===== src/rtl/bus_term_fifo.sv =====
// Per-terminal first-word-fall-through transmit FIFO feeding the bus arbiter.
// Presents its head word on D_pop with pndng and keeps sticky overflow/underflow flags.
module bus_term_fifo #(
  parameter int unsigned depth     = 16,
  parameter int unsigned ancho_pal = 32
) (
  input  logic                         clk,
  input  logic                         reset,
  input  logic                         wr_en,
  input  logic [ancho_pal-1:0]         wr_data,
  output logic                         full,
  output logic                         pndng,
  output logic [ancho_pal-1:0]         D_pop,
  input  logic                         pop,
  output logic [$clog2(depth+1)-1:0]   count,
  output logic                         overflow,
  output logic                         underflow,
  input  logic                         clr_err
);

  localparam int unsigned PtrW = (depth > 1) ? $clog2(depth) : 1;
  localparam int unsigned CntW = $clog2(depth + 1);

  logic [ancho_pal-1:0] mem_q [depth];
  logic [PtrW-1:0]      rd_ptr_q, rd_ptr_d;
  logic [PtrW-1:0]      wr_ptr_q, wr_ptr_d;
  logic [CntW-1:0]      count_q, count_d;
  logic                 overflow_q, overflow_d;
  logic                 underflow_q, underflow_d;
  logic                 empty, is_full;
  logic                 wr_ok, rd_ok;

  assign empty   = (count_q == '0);
  assign is_full = (count_q == CntW'(depth));

  // A pop frees the head slot in the same edge, so a full FIFO still takes a write.
  assign wr_ok = wr_en && (!is_full || pop);
  assign rd_ok = pop && !empty;

  always_comb begin
    rd_ptr_d    = rd_ptr_q;
    wr_ptr_d    = wr_ptr_q;
    count_d     = count_q;
    overflow_d  = overflow_q;
    underflow_d = underflow_q;

    if (wr_ok) begin
      wr_ptr_d = (wr_ptr_q == PtrW'(depth - 1)) ? '0 : wr_ptr_q + PtrW'(1);
    end
    if (rd_ok) begin
      rd_ptr_d = (rd_ptr_q == PtrW'(depth - 1)) ? '0 : rd_ptr_q + PtrW'(1);
    end

    unique case ({wr_ok, rd_ok})
      2'b10:   count_d = count_q + CntW'(1);
      2'b01:   count_d = count_q - CntW'(1);
      default: count_d = count_q;
    endcase

    if (clr_err) begin
      overflow_d  = 1'b0;
      underflow_d = 1'b0;
    end
    // Setting an error takes priority over a same-cycle clear.
    if (wr_en && is_full && !pop) overflow_d  = 1'b1;
    if (pop && empty)             underflow_d = 1'b1;
  end

  always_ff @(posedge clk) begin
    if (!reset) begin
      rd_ptr_q    <= '0;
      wr_ptr_q    <= '0;
      count_q     <= '0;
      overflow_q  <= 1'b0;
      underflow_q <= 1'b0;
    end else begin
      rd_ptr_q    <= rd_ptr_d;
      wr_ptr_q    <= wr_ptr_d;
      count_q     <= count_d;
      overflow_q  <= overflow_d;
      underflow_q <= underflow_d;
    end
  end

  always_ff @(posedge clk) begin
    if (reset && wr_ok) begin
      mem_q[wr_ptr_q] <= wr_data;
    end
  end

  assign count     = count_q;
  assign pndng     = !empty;
  assign full      = is_full;
  assign overflow  = overflow_q;
  assign underflow = underflow_q;
  assign D_pop     = empty ? '0 : mem_q[rd_ptr_q];

endmodule


===== config.mk =====
export PLATFORM = sky130hd
export DESIGN_NAME = bus_term_fifo
export DESIGN_NICKNAME = d
export VERILOG_FILES = /design/src/rtl/bus_term_fifo.sv
export SDC_FILE = /design/constraint.sdc
export NUM_CORES = 1
export LEC_CHECK = 0
export ABC_AREA = 0
export CAP_MARGIN = 20
export CORE_MARGIN = 3
export CORE_UTILIZATION = 53
export CTS_CLUSTER_DIAMETER = 120
export DETAILED_ROUTE_END_ITERATION = 10
export PLACE_DENSITY = 0.7
export RECOVER_POWER = 25
export SLEW_MARGIN = 40
export SYNTH_ARGS = -nofsm -noshare
export SYNTH_HDL_FRONTEND = slang
export SYNTH_SLANG_ARGS = --single-unit

===== constraint.sdc =====
create_clock -name clk -period 7.3 [get_ports clk]
set_input_delay 1.46 -clock clk [delete_from_list [all_inputs] [get_ports clk]]
set_output_delay 1.46 -clock clk [all_outputs]
set_load 0.005 [all_outputs]

==> results.toml <==
[outcome]
outcome = "complete, no violations"

[place]
dpl.hpwl_mm = 22.5
gp_congestion = 0.751
place_inst = 1492
dp_slack_ns = 2.65
port_buffers = 77

[logic_synthesis]
syn_nets = 969
syn-instance-count = 924
synth_edf_count = 512
ys.warnings.count = 0
yosysTopAreaCellShare_pct = 74.8
synth_seq_cells = 531
ys.flop_type = "edfxtp_1"
avgSynthCellArea_um2 = 22.3
ys_top_cells_by_area = "edfxtp_1 75%, mux4_2 14%, dfxtp_1 1.8%"
synth_top_area_cell = "edfxtp_1"
async_flop_share_pct = 0
syn_area_um2 = 20600
yosysSeqAreaShare_pct = 76.6
synth_cell_types = 46

[clock_tree]
cts_buffer_depth = 3
cts_made_buffers = 52
clock_latency_ns = 0.58
htree_num_levels = 2
cts_sinks = 531
root_buffer = "clkbuf_16"
cts_tree = "built"
post_cts_buffers = 0
ctsResizeCount = 0
cts_hold_buffers = 0
cts.clk_slew.worst_paths_ns = 0.06

[setup_path]
r2r_slack_ns = 3.93
slowest_stage = "or4_1"
crit_chain = "or4_1, o211ai_4, buf_4, nor2b_1, a221o_1, clkdlybuf4s50_1"
worst-setup-path-type = "reg2out"
crit_path_end_kind = "output pin"
cp-start-kind = "register"
worstPathMaxFanout = 23
max_stage_delay_ns = 0.73
cp.required_ns = 5.84
crit_arrival_ns = 3.59

[sta]
hold_violations = 0
grt_setup_unrepaired = "no"
slew_headroom_pct = 35.0
fin_worst_skew_ns = 0.0106
slew_viol_final = 0
finalSetupTns_ns = 0
min_period_ns = 5.05
setup_viol = 0
max_slew.worst_pin.slew_ns = 0.974
max_freq_ghz = 0.198
finalCritPeriodShare_pct = 69.2
fin_ws_ns = 2.25
whs_ns = 0.522

[detailed_routing]
drtAntennaViolNets = 0
drtIter0Drc = 871
remaining_drc_errors = 0
wl_per_cell_um = 26.4
vias = 9710
first_pass_iters = 5
wl_mm = 42.0
viasPerCell = 6.11

[global_route]
grt_max_degree = 61
grt_pass1_wl_mm = 63.5
track_usage_pct = 20.9
grt_antenna_before_repair = 4
globalRouteOverflowTotal = 0
grt_pass1_vias = 10100

[die]
core-area_um2 = 37900
dieArea_um2 = 41200
start_util_pct = 54.2
die_h_um = 203
die_w_um = 203
io_pins = 78
rows = 71

[finish]
drive_gt1_share_pct = 26.8
final_common_cell = "edfxtp_1"
final_cells = 1589
layout_common_cells = "512 x edfxtp_1, 128 x mux4_2, 58 x clkdlybuf4s50_1, 53 x clkbuf_16, 36 x nor2b_1"
nNetsFinal = 1081
syn_to_final_growth_pct = 15.9

[flow_run]
cap_violations = 0

[hold_path]
hold_path.class = "reg2reg"

[pwr]
leakage_nw = 7.29
cellPowerDensity_nw_per_um2 = 317
peakVddDrop_v = 0.000219
power_w = 0.00756
## kinds of logic after synthesis
group	after synthesis	synth area share [%]
compound gates	62	2.68
xor+xnor	5	0.213
fa+ha+maj	8	0.487
buf+inv	58	1.36
flops	531	76.6
mux	163	15.9
simple gates	97	2.71
## area by class of cell
type | instances | area (um^2)
flip-flops and latches | 531 | 15800
fillers | 2576 | 14100
multi-input cells | 335 | 4640
clock buffers | 69 | 1420
repair buffers | 109 | 1080
well taps | 511 | 639
clock inverters | 26 | 258
inverters | 7 | 26.3
diodes | 1 | 2.50
## Yosys cell counts (2+ instances only)
cell	n
edfxtp_1	512
mux4_2	128
nor2b_1	36
mux2_2	33
a221o_1	32
buf_2	26
dfxtp_1	19
clkbuf_1	17
nand2_1	15
nor3_1	14
ha_1	8
nand2b_1	8
inv_1	7
o21ai_0	6
a21boi_0	5
nor2_1	5
a21oi_1	4
nand3_1	4
and2_1	3
buf_1	3
buf_6	3
nor4b_1	3
or3_1	3
xnor2_1	3
a31oi_1	2
a32oi_1	2
buf_4	2
mux2i_1	2
xor2_1	2
## sequential cells by signal (all words and copies together) (netlist names), named ones only
name / cells
wr_ptr_q: 4
count: 5
rd_ptr_q: 4
underflow: 1
mem_q: 512
overflow: 1
## report_power, final
part / switching (W) / internal, W / leakage [nW]
registers: 0.0000827 / 0.00340 / 4.77
logic: 0.000649 / 0.000813 / 1.70
clock network: 0.00108 / 0.00154 / 0.820
## critical path, delay by kind of cell (launching register included)
| kind | cells | cell delay [ns] |
|---|---|---|
| buffers and inverters | 2 | 0.94 |
| AO/OA/AOI/OAI | 2 | 0.86 |
| AND/OR/NAND/NOR | 2 | 0.81 |
| flip-flops | 1 | 0.38 |
## path summary, 6_finish.rpt
kind,cells past startpoint,startpoint,endpoint
worst min register to register,2,rd_ptr_q[1]$_SDFFE_PN0N_,register
worst min-delay path,2,rd_ptr_q[1]$_SDFFE_PN0N_,register
worst max register to register,10,count[1]$_SDFFE_PN0P_,count[2]$_SDFFE_PN0P_
worst max-delay path,6,count[1]$_SDFFE_PN0P_,D_pop[29]
## through the flow
stage          instance area [um^2]  utilization (%)
2_1_floorplan                 20600                -
3_3_place_gp                  22100             58.2
3_5_place_dp                  22100             58.3
4_1_cts                       23800             62.8
5_1_grt                       23800             62.8
6_report                      23800             62.8
## routing by layer
metal  up-vias  global-route usage, %  wire [um]
met5         -                      0         16
met4         4                   6.85       1140
met3        80                   3.29       2360
met2       305                   34.9      21200
met1      5191                   28.8      17300
li1       4130                      -          -
Note: power is estimated with default switching activity, not from simulation.
